**config.mk**
```make
export PLATFORM = sky130hd
export DESIGN_NAME = mp_loop_sequencer_flat
export DESIGN_NICKNAME = d
export VERILOG_FILES = /design/src/rtl/mp_loop_sequencer_pkg.sv /design/src/rtl/mp_loop_sequencer_if.sv /design/src/rtl/mp_loop_sequencer_watchdog.sv /design/src/rtl/mp_loop_sequencer.sv /design/src/flat_wrapper.sv
export SDC_FILE = /design/constraint.sdc
export NUM_CORES = 1
export LEC_CHECK = 0
export ABC_AREA = 1
export CAP_MARGIN = 10
export CORE_ASPECT_RATIO = 1.25
export CORE_UTILIZATION = 57
export DETAILED_ROUTE_END_ITERATION = 10
export PLACE_DENSITY = 0.95
export SLEW_MARGIN = 20
export SYNTH_ARGS = -nofsm -noshare
export SYNTH_HDL_FRONTEND = slang
export SYNTH_HIERARCHICAL = 1
export SYNTH_SLANG_ARGS = --single-unit
```
**constraint.sdc**
```tcl
create_clock -name clock -period 3.9 [get_ports clock]
set_input_delay 0.78 -clock clock [delete_from_list [all_inputs] [get_ports clock]]
set_output_delay 0.78 -clock clock [all_outputs]
set_load 0.005 [all_outputs]
```
**src/rtl/mp_loop_sequencer_pkg.sv**
```systemverilog
// Shared types and helpers for the matching-pursuit loop sequencer.
package mp_loop_sequencer_pkg;

    localparam int MP_ITER_WIDTH_DEFAULT = 8;

    typedef logic signed [31:0] fp_32_t;

    typedef enum logic [2:0] {
        ST_IDLE   = 3'd0,
        ST_COPY   = 3'd1,
        ST_CORR   = 3'd2,
        ST_MAX    = 3'd3,
        ST_CHECK  = 3'd4,
        ST_UPD    = 3'd5,
        ST_FINISH = 3'd6
    } mp_seq_state_t;

    // |value| with the most negative code clamped to the largest positive code.
    function automatic logic [31:0] vs_fixed_abs_sat(input fp_32_t value);
        logic [31:0] mag;
        if (value == 32'sh8000_0000) begin
            mag = 32'h7FFF_FFFF;
        end else if (value[31]) begin
            mag = 32'(~value) + 32'd1;
        end else begin
            mag = 32'(value);
        end
        return mag;
    endfunction

endpackage

```
**src/rtl/mp_loop_sequencer_if.sv**
```systemverilog
// Stage start/done handshakes and the max-correlation value shared with the datapath.
interface mp_loop_sequencer_if #(
    parameter int FIXED_WIDTH = 32
);
    logic                          copy_start;
    logic                          copy_done;
    logic                          corr_start;
    logic                          corr_done;
    logic                          max_start;
    logic                          max_done;
    logic                          upd_start;
    logic                          upd_done;
    logic signed [FIXED_WIDTH-1:0] max_value;

    modport master (
        output copy_start, corr_start, max_start, upd_start,
        input  copy_done, corr_done, max_done, upd_done, max_value
    );

    modport slave (
        input  copy_start, corr_start, max_start, upd_start,
        output copy_done, corr_done, max_done, upd_done, max_value
    );
endinterface

```
**src/rtl/mp_loop_sequencer_watchdog.sv**
```systemverilog
// Per-stage cycle watchdog (module mp_stage_watchdog), used when MP_SEQ_WATCHDOG_EN is defined.
module mp_stage_watchdog #(
    parameter int STAGE_TIMEOUT = 4096
) (
    input  logic clock,
    input  logic resetN,
    input  logic clear,
    input  logic count_en,
    output logic timeout
);
    localparam int CW = $clog2(STAGE_TIMEOUT + 1);

    logic [CW-1:0] cnt_r;

    // Cycle counter, zeroed on every state entry.
    always_ff @(posedge clock or negedge resetN) begin
        if (!resetN) begin
            cnt_r <= '0;
        end else if (clear) begin
            cnt_r <= '0;
        end else if (count_en && !timeout) begin
            cnt_r <= cnt_r + CW'(1);
        end
    end

    // Fires during the STAGE_TIMEOUT-th cycle spent waiting in the stage.
    assign timeout = count_en && (cnt_r == CW'(STAGE_TIMEOUT - 1));
endmodule

```
**src/rtl/mp_loop_sequencer.sv**
```systemverilog
// Matching-pursuit loop scheduler: copy once, then correlate/max/check/update until done.
// Optional per-stage watchdog enabled by defining MP_SEQ_WATCHDOG_EN.
module mp_loop_sequencer
    import mp_loop_sequencer_pkg::*;
#(
    parameter int ITER_WIDTH    = MP_ITER_WIDTH_DEFAULT,
    parameter int FIXED_WIDTH   = 32,
    parameter int STAGE_TIMEOUT = 4096
) (
    input  logic                   clock,
    input  logic                   resetN,
    input  logic                   start,
    input  logic                   abort,
    input  logic [ITER_WIDTH-1:0]  num_iter,
    input  logic [FIXED_WIDTH-1:0] tol,
    mp_loop_sequencer_if.master    stg,
    output logic                   busy,
    output logic                   done,
    output logic                   early_stop,
    output logic [ITER_WIDTH-1:0]  k_count,
    output logic                   error
);
    mp_seq_state_t          state_r, next_s;
    logic [ITER_WIDTH-1:0]  num_iter_r, k_r, k_inc_s;
    logic [FIXED_WIDTH-1:0] tol_r, abs_s;
    logic copy_start_r, corr_start_r, max_start_r, upd_start_r;
    logic busy_r, done_r, early_r, error_r;
    logic stage_first_s, k_inc_en_s, early_set_s, error_set_s, wd_timeout_s, accept_s;

    // A stage strobe is high only in the first cycle of its state, when its done is not yet trusted.
    assign stage_first_s = copy_start_r | corr_start_r | max_start_r | upd_start_r;
    assign abs_s         = FIXED_WIDTH'(vs_fixed_abs_sat(fp_32_t'(stg.max_value)));
    assign k_inc_s       = (k_r == {ITER_WIDTH{1'b1}}) ? k_r : k_r + ITER_WIDTH'(1);
    assign accept_s      = (state_r == ST_IDLE) && (next_s == ST_COPY);

`ifdef MP_SEQ_WATCHDOG_EN
    mp_stage_watchdog #(.STAGE_TIMEOUT(STAGE_TIMEOUT)) u_watchdog (
        .clock    (clock),
        .resetN   (resetN),
        .clear    (next_s != state_r),
        .count_en (state_r inside {ST_COPY, ST_CORR, ST_MAX, ST_UPD}),
        .timeout  (wd_timeout_s)
    );
`else
    assign wd_timeout_s = 1'b0;
`endif

    // Next-state and per-cycle event decode; abort overrides any stage completion.
    always_comb begin
        next_s      = state_r;
        k_inc_en_s  = 1'b0;
        early_set_s = 1'b0;
        error_set_s = 1'b0;
        if (abort && (state_r != ST_IDLE)) begin
            next_s = ST_IDLE;
        end else begin
            case (state_r)
                ST_IDLE: begin
                    if (start && !abort) next_s = ST_COPY;
                    else                 next_s = ST_IDLE;
                end
                ST_COPY: begin
                    if (stg.copy_done && !stage_first_s) begin
                        if (num_iter_r == '0) next_s = ST_FINISH;
                        else                  next_s = ST_CORR;
                    end else if (wd_timeout_s) begin
                        next_s      = ST_FINISH;
                        error_set_s = 1'b1;
                    end else begin
                        next_s = ST_COPY;
                    end
                end
                ST_CORR: begin
                    if (stg.corr_done && !stage_first_s) begin
                        next_s = ST_MAX;
                    end else if (wd_timeout_s) begin
                        next_s      = ST_FINISH;
                        error_set_s = 1'b1;
                    end else begin
                        next_s = ST_CORR;
                    end
                end
                ST_MAX: begin
                    if (stg.max_done && !stage_first_s) begin
                        next_s = ST_CHECK;
                    end else if (wd_timeout_s) begin
                        next_s      = ST_FINISH;
                        error_set_s = 1'b1;
                    end else begin
                        next_s = ST_MAX;
                    end
                end
                ST_CHECK: begin
                    if (abs_s <= tol_r) begin
                        next_s      = ST_FINISH;
                        early_set_s = 1'b1;
                    end else begin
                        next_s = ST_UPD;
                    end
                end
                ST_UPD: begin
                    if (stg.upd_done && !stage_first_s) begin
                        k_inc_en_s = 1'b1;
                        if (k_inc_s == num_iter_r) next_s = ST_FINISH;
                        else                       next_s = ST_CORR;
                    end else if (wd_timeout_s) begin
                        next_s      = ST_FINISH;
                        error_set_s = 1'b1;
                    end else begin
                        next_s = ST_UPD;
                    end
                end
                ST_FINISH: next_s = ST_IDLE;
                default:   next_s = ST_IDLE;
            endcase
        end
    end

    // State register and registered strobes/status derived from the upcoming state.
    always_ff @(posedge clock or negedge resetN) begin
        if (!resetN) begin
            state_r      <= ST_IDLE;
            copy_start_r <= 1'b0;
            corr_start_r <= 1'b0;
            max_start_r  <= 1'b0;
            upd_start_r  <= 1'b0;
            busy_r       <= 1'b0;
            done_r       <= 1'b0;
        end else begin
            state_r      <= next_s;
            copy_start_r <= (next_s == ST_COPY) && (state_r != ST_COPY);
            corr_start_r <= (next_s == ST_CORR) && (state_r != ST_CORR);
            max_start_r  <= (next_s == ST_MAX)  && (state_r != ST_MAX);
            upd_start_r  <= (next_s == ST_UPD)  && (state_r != ST_UPD);
            busy_r       <= (next_s != ST_IDLE);
            done_r       <= (next_s == ST_FINISH);
        end
    end

    // Run configuration and result registers; results persist until the next accepted start.
    always_ff @(posedge clock or negedge resetN) begin
        if (!resetN) begin
            num_iter_r <= '0;
            tol_r      <= '0;
            k_r        <= '0;
            early_r    <= 1'b0;
            error_r    <= 1'b0;
        end else if (accept_s) begin
            num_iter_r <= num_iter;
            tol_r      <= tol;
            k_r        <= '0;
            early_r    <= 1'b0;
            error_r    <= 1'b0;
        end else begin
            if (k_inc_en_s)  k_r     <= k_inc_s;
            if (early_set_s) early_r <= 1'b1;
            if (error_set_s) error_r <= 1'b1;
        end
    end

    assign stg.copy_start = copy_start_r;
    assign stg.corr_start = corr_start_r;
    assign stg.max_start  = max_start_r;
    assign stg.upd_start  = upd_start_r;
    assign busy           = busy_r;
    assign done           = done_r;
    assign early_stop     = early_r;
    assign k_count        = k_r;
    assign error          = error_r;
endmodule

```
**src/flat_wrapper.sv**
```systemverilog
// flat-port wrapper written by rule: the top's interface ports become plain ports
module mp_loop_sequencer_flat import mp_loop_sequencer_pkg::*;
#(
    parameter int ITER_WIDTH    = MP_ITER_WIDTH_DEFAULT,
    parameter int FIXED_WIDTH   = 32,
    parameter int STAGE_TIMEOUT = 4096
)
  (clock, resetN, start, abort, num_iter, tol, busy, done, early_stop, k_count, error, stg_copy_start, stg_corr_start, stg_max_start, stg_upd_start, stg_copy_done, stg_corr_done, stg_max_done, stg_upd_done, stg_max_value);
  mp_loop_sequencer_if #(.FIXED_WIDTH(FIXED_WIDTH)) stg_i ();
  input  logic clock;
  input  logic resetN;
  input  logic start;
  input  logic abort;
  input  logic [ITER_WIDTH-1:0] num_iter;
  input  logic [FIXED_WIDTH-1:0] tol;
  output logic busy;
  output logic done;
  output logic early_stop;
  output logic [ITER_WIDTH-1:0] k_count;
  output logic error;
  output wire logic [$bits(stg_i.copy_start)-1:0] stg_copy_start;
  output wire logic [$bits(stg_i.corr_start)-1:0] stg_corr_start;
  output wire logic [$bits(stg_i.max_start)-1:0] stg_max_start;
  output wire logic [$bits(stg_i.upd_start)-1:0] stg_upd_start;
  input wire logic [$bits(stg_i.copy_done)-1:0] stg_copy_done;
  input wire logic [$bits(stg_i.corr_done)-1:0] stg_corr_done;
  input wire logic [$bits(stg_i.max_done)-1:0] stg_max_done;
  input wire logic [$bits(stg_i.upd_done)-1:0] stg_upd_done;
  input wire logic [$bits(stg_i.max_value)-1:0] stg_max_value;
  assign stg_copy_start = stg_i.copy_start;
  assign stg_corr_start = stg_i.corr_start;
  assign stg_max_start = stg_i.max_start;
  assign stg_upd_start = stg_i.upd_start;
  assign stg_i.copy_done = stg_copy_done;
  assign stg_i.corr_done = stg_corr_done;
  assign stg_i.max_done = stg_max_done;
  assign stg_i.upd_done = stg_upd_done;
  assign stg_i.max_value = stg_max_value;
  mp_loop_sequencer #(.ITER_WIDTH(ITER_WIDTH), .FIXED_WIDTH(FIXED_WIDTH), .STAGE_TIMEOUT(STAGE_TIMEOUT)) u_core (.clock(clock), .resetN(resetN), .start(start), .abort(abort), .num_iter(num_iter), .tol(tol), .stg(stg_i), .busy(busy), .done(done), .early_stop(early_stop), .k_count(k_count), .error(error));
endmodule
```
# ---- After elaboration in Yosys (flattened, before gate mapping)
# Index checks and enable logic that the tools add are counted.
dict set report classes {
  n_eq_ne 17
  mux 24
  n_bitwise 4
  div_mod_pow 0
  shift 0
  order_cmp 1
  reduce_logical 19
  mul 0
  add_sub_neg 2
}
# operator n
set ops {}
lappend ops {{$mux 32} 2}
lappend ops {{$add 32x1->32 const B} 1}
lappend ops {{$eq 32x32->1 const B} 1}
lappend ops {{$le 32x32->1} 1}
lappend ops {{$not 32->32} 1}
lappend ops {{$mux 8} 3}
lappend ops {{$mux 3} 6}
lappend ops {{$pmux 3 s6} 1}
lappend ops {{$eq 3x2->1 const B} 4}
lappend ops {{$eq 3x3->1 const B} 4}
lappend ops {{$logic_and 1x1->1} 11}
lappend ops {{$mux 1} 11}
lappend ops {{$add 8x1->8 const B} 1}
lappend ops {{$eq 8x8->1} 1}
lappend ops {{$eq 8x8->1 const B} 1}
lappend ops {{$logic_not 8->1} 1}
lappend ops {{$eq 3x1->1 const B} 2}
lappend ops {{$ne 3x2->1 const B} 2}
lappend ops {{$reduce_bool 3->1} 2}
lappend ops {{$reduce_bool 2->1} 2}
lappend ops {{$logic_not 3->1} 1}
lappend ops {{$ne 3x1->1 const B} 1}
lappend ops {{$ne 3x3->1 const B} 1}
lappend ops {{$or 1x1->1} 3}
lappend ops {{other kinds (2)} 3}
dict set report word_totals {
  reg_bits 59
  ramBits 0
  in_bits 80
  output_inout_bits 16
  word_cells 79
  n_memories 0
  mem_bits_ro 0
  latch_bits 0
}

# ---- Logic depth before layout (Yosys ltp)
dict set report depth {
  word_depth 11
  ltp_mapped 26
  mapped_depth_nobuf 26
}

# ---- Least setup slack after synthesis
# Ideal clock, no wire load.
dict set report synth_path {
  kind {input-to-reg}
  startpoint {input stg_max_value[1]}
  endpoint {register u_core.corr_start_r (netlist: u_core/stg.corr_start)}
  required_time_ns 3.828
  setup_slack_ns 0.668
  cell_stages 24
  arrival_time_ns 3.159
  cell_sequence {inv_1 > ha_1 > nand2_1 > nor2_2 > nand3_2 > nor2_2 > nand3_2 > nor2_4 > nand2_2 > buf_6 > a21boi_0 > o21ai_1 > ha_1 > a21oi_1 > nor2_1 > nor2_1 > nand3_1 > a21oi_1 > nand2_1 > nand2_1 > nand2_1 > nand2_1 > nand3_1 > nor2_1}
}
dict set report synth_between {
  elab_chain_len 10
}
# item line_no
set synth_lines {}
lappend synth_lines {{start, declared} flat_wrapper.sv:29} ;# input wire logic [$bits(stg_i.max_value)-1:0] stg_max_value;
lappend synth_lines {{$not 32->32} mp_loop_sequencer_pkg.sv:24} ;# mag = 32'(~value) + 32'd1;
lappend synth_lines {{$add 32x1->32} mp_loop_sequencer_pkg.sv:24}
lappend synth_lines {{$mux 32} mp_loop_sequencer_pkg.sv:23} ;# end else if (value[31]) begin
lappend synth_lines {{$mux 32 *} mp_loop_sequencer_pkg.sv:21} ;# if (value == 32'sh8000_0000) begin
lappend synth_lines {{$le 32x32->1 *} mp_loop_sequencer.sv:94} ;# if (abs_s <= tol_r) begin
lappend synth_lines {{$mux 2 *} mp_loop_sequencer.sv:94}
lappend synth_lines {{$pmux 3 s6 *} mp_loop_sequencer.sv:57} ;# case (state_r)
lappend synth_lines {{$mux 3 *} mp_loop_sequencer.sv:54} ;# if (abort && (state_r != ST_IDLE)) begin
lappend synth_lines {{$eq 3x2->1 *} mp_loop_sequencer.sv:132} ;# corr_start_r <= (next_s == ST_CORR) && (state_r != ST_CORR);
lappend synth_lines {{$logic_and 1x1->1 *} mp_loop_sequencer.sv:132}
lappend synth_lines {{end signal, assigned} mp_loop_sequencer.sv:132}
lappend synth_lines {{end, declared} mp_loop_sequencer.sv:26} ;# logic copy_start_r, corr_start_r, max_start_r, upd_start_r;
# Mark *: on every way between the ends. The rest lies on a longest branch, timed or not.
# A chain may end at the register's enable or synchronous reset.

# ---- Worst setup path in the final report
# Ends and elaborated chain as after synthesis.

==> metrics.cfg <==
[floorplan]
coreArea_um2=7840
start_util=0.591
dieHeight_um=103
die_x_um=82.6
rows=36
ioPinCount=96
die-area_um2=8490

[clock_network]
clockBufferDepth=2
cts_root_buf=clkbuf_8
cts_made_buffers=9
cts_hold_buf=0
cts.clk_slew.worst_paths_ns=0.07
cts_tree=done
cts.sinks=58
htreeDepth=3
clock_latency_ns=0.35

[sta]
max_freq_mhz=271
hold_violations=0
finalCriticalPeriod_ns=3.69
maxSlewHeadroom=0.477
finalSetupTns_ns=0
finalCritPeriodShare=0.947
finalMaxSlewViolations=0
fin_skew_ns=0.00887
fin_ws_ns=0.205
worst_slew_pin_slew_ns=0.785
rsz0062_at_grt=yes
setup_viol=0

[placed_design]
gp_congestion=0.991
place_ws_ns=-0.149
port-buffer-count=94
dp.final_hpwl_um=9730

[power_and_ir_drop]
total_power_mw=2.78
static-leakage-power_nw=3.04
power.density_nw_per_um2=464
irDropWorstVdd_mv=0.335

[critical_path]
startpoint=stg_max_value[1]
worst-r2r-cell-count=6
cp_num_buf_inv=2
reg2reg_slack_ns=1.66
crit_family=simple AND/OR/NAND/NOR gates
r2r-start=u_core/state_r[1]
cp_data_arrival_time_ns=3.98
reg2reg_to=u_core/tol_r[1]
path_max_fanout=10
worstPathRequired_ns=4.19
startpoint_type=input pin
crit_chain=clkdlybuf4s50_1, inv_1, ha_1, nand2_1, nor2_4, nand3_2, nor2_4, nand3_2, nor2_4, nand2_4, a21boi_0, o21ai_1, ha_1, a21oi_2, nor2_1, nor2_1, nand3_1, a21oi_1, nand2_1, nand2_1, nand2_1, nand2_1, nand3_2, nor2_1
critical_path.slowest_cell=clkdlybuf4s50_1
cp_slowest_stage_delay_ns=0.40
path_class=in -> reg
worst_path_most_repeated_cell=nand2_1
end_kind=flip-flop
critical_path_depth=24
endpoint=u_core/stg.corr_start

[global_routing]
antenna_found_initial=0
grt.overflow.total=0
grt_pass1_vias=4924
grt_pass1_wl_um=20900
grt_max_degree=49
grt_usage=0.325

[route]
firstDrtPassIters=6
drc=0
viasPerCell=5.62
wl_per_cell_um=14.1
via_count=5051
first_iter_violations=355
ant_nets=0
routed_wl_um=12700

[final_layout]
final_util=0.764
antenna_cells=0
final_common_cell=nand2_1
area_delta_synth_final_pct=29.4
nets=913
final_cell_mix=nand2_1 (205), inv_1 (95), clkdlybuf4s50_1 (93)
drive_gt1_frac=0.0821

[synth]
syn_inst=691
synth_ff_type=dfrtp_1
seq_area_frac_synth=0.314
synth_nets=805
synth_cell_types=39
async_reset_ff_frac=1.00
syn_avg_cell_area_um2=6.70
ys_warn_count=6
synth_edf_count=0
synth_area_um2=4630
ys_ff_latch=58

[job]
maxCapViolations=0

[status]
status=finished, final reports clean

[hold_path]
hp-class=in -> async

==> kinds of logic (layout without fill, tap and decap cells) <==
kind of cell	count (synthesis)	count (layout)	synth area share
XOR/XNOR	16	16	0.0303
flip-flops	58	58	0.314
AO/OA/AOI/OAI	95	95	0.110
AND/OR/NAND/NOR	373	373	0.354
buffers and inverters	114	227	0.0992
other	1	1	0.000810
adder cells (fa/ha/maj)	34	34	0.0919
==> what timing repair did <==
| action | CTS | global route |
|---|---|---|
| resized for setup | 0 | 10 |
| setup endpoints to repair | 0 | 7 |
| setup buffers | 0 | 0 |
==> worst min path at each step <==
stage | cells past startpoint | slack, ns | from | to
final | 1 | 0.50 | resetN | u_core/k_count[5]
after CTS | 1 | 0.51 | resetN | u_core/k_count[0]
after detailed placement | 2 | 0.49 | u_core/tol_r[0] | u_core/tol_r[0]
after global placement | 2 | 0.48 | u_core/tol_r[0] | u_core/tol_r[0]
after global routing | 2 | 0.56 | u_core/early_stop | u_core/early_stop
after floorplan | 2 | 0.46 | u_core/tol_r[0] | u_core/tol_r[0]
==> final cells by class <==
type                       count  area [um2]
clock buffer                  10         128
fill                         609        1850
tap                           95         119
timing repair buffer         114        1110
clock inverter                 6        57.6
sequential                    58        1450
multi-input combinational    519        2760
inverter                      97         364
==> metal layers <==
| layer | track usage | part of all wire | vias up |
|---|---|---|---|
| met5 | 0 | 0 | - |
| met3 | 0.0566 | 0.065 | 53 |
| met2 | 0.568 | 0.50 | 246 |
| li1 | - | - | 2442 |
| met1 | 0.365 | 0.39 | 2310 |
| met4 | 0.196 | 0.048 | 0 |
==> cells in the mapped netlist (2+ instances only) <==
| master | n | area [um2] |
|---|---|---|
| nor2_4 | 3 | 33.8 |
| buf_2 | 7 | 35.0 |
| nand2_4 | 2 | 22.5 |
| buf_4 | 2 | 15.0 |
| buf_6 | 2 | 22.5 |
| nand2_2 | 5 | 31.3 |
| and3_1 | 2 | 12.5 |
| nand3_1 | 60 | 300 |
| a21boi_0 | 5 | 37.5 |
| o21ai_0 | 58 | 290 |
| nor2_2 | 4 | 25.0 |
| ha_1 | 34 | 425 |
| or2_2 | 3 | 18.8 |
| o211ai_1 | 3 | 22.5 |
| nand2_1 | 205 | 769 |
| xnor2_1 | 4 | 35.0 |
| clkbuf_1 | 5 | 18.8 |
| xor2_1 | 12 | 105 |
| nor4_1 | 2 | 12.5 |
| nand3_2 | 3 | 30.0 |
| dfrtp_1 | 58 | 1450 |
| inv_1 | 96 | 360 |
| o21ai_1 | 3 | 15.0 |
| nor3_1 | 9 | 45.0 |
| nand4_1 | 15 | 93.8 |
| a21oi_1 | 20 | 100 |
| nor2_1 | 57 | 214 |
==> sequential cells by signal, summed over array words and instances, names as in the netlist <==
name / cells
u_core/state_r: 3
u_core/stg.copy_start: 1
u_core/stg.upd_start: 1
u_core/stg.max_start: 1
u_core/busy: 1
u_core/early_stop: 1
u_core/k_count: 8
u_core/tol_r: 32
u_core/num_iter_r: 8
u_core/done: 1
u_core/stg.corr_start: 1
==> power by group <==
part	internal (mW)	switching, mW
Combinational	0.515	0.789
Clock	0.290	0.260
Sequential	0.831	0.0937
==> through the flow <==
stage,hold slack (ns),area [um2],cells
global route,0.564,5990,899
floorplan,0.455,4630,691
global placement,0.481,5760,883
detailed placement,0.491,5760,883
finish,0.502,5990,899
CTS,0.514,5950,899
No activity file was read; power rests on OpenSTA's default activity.
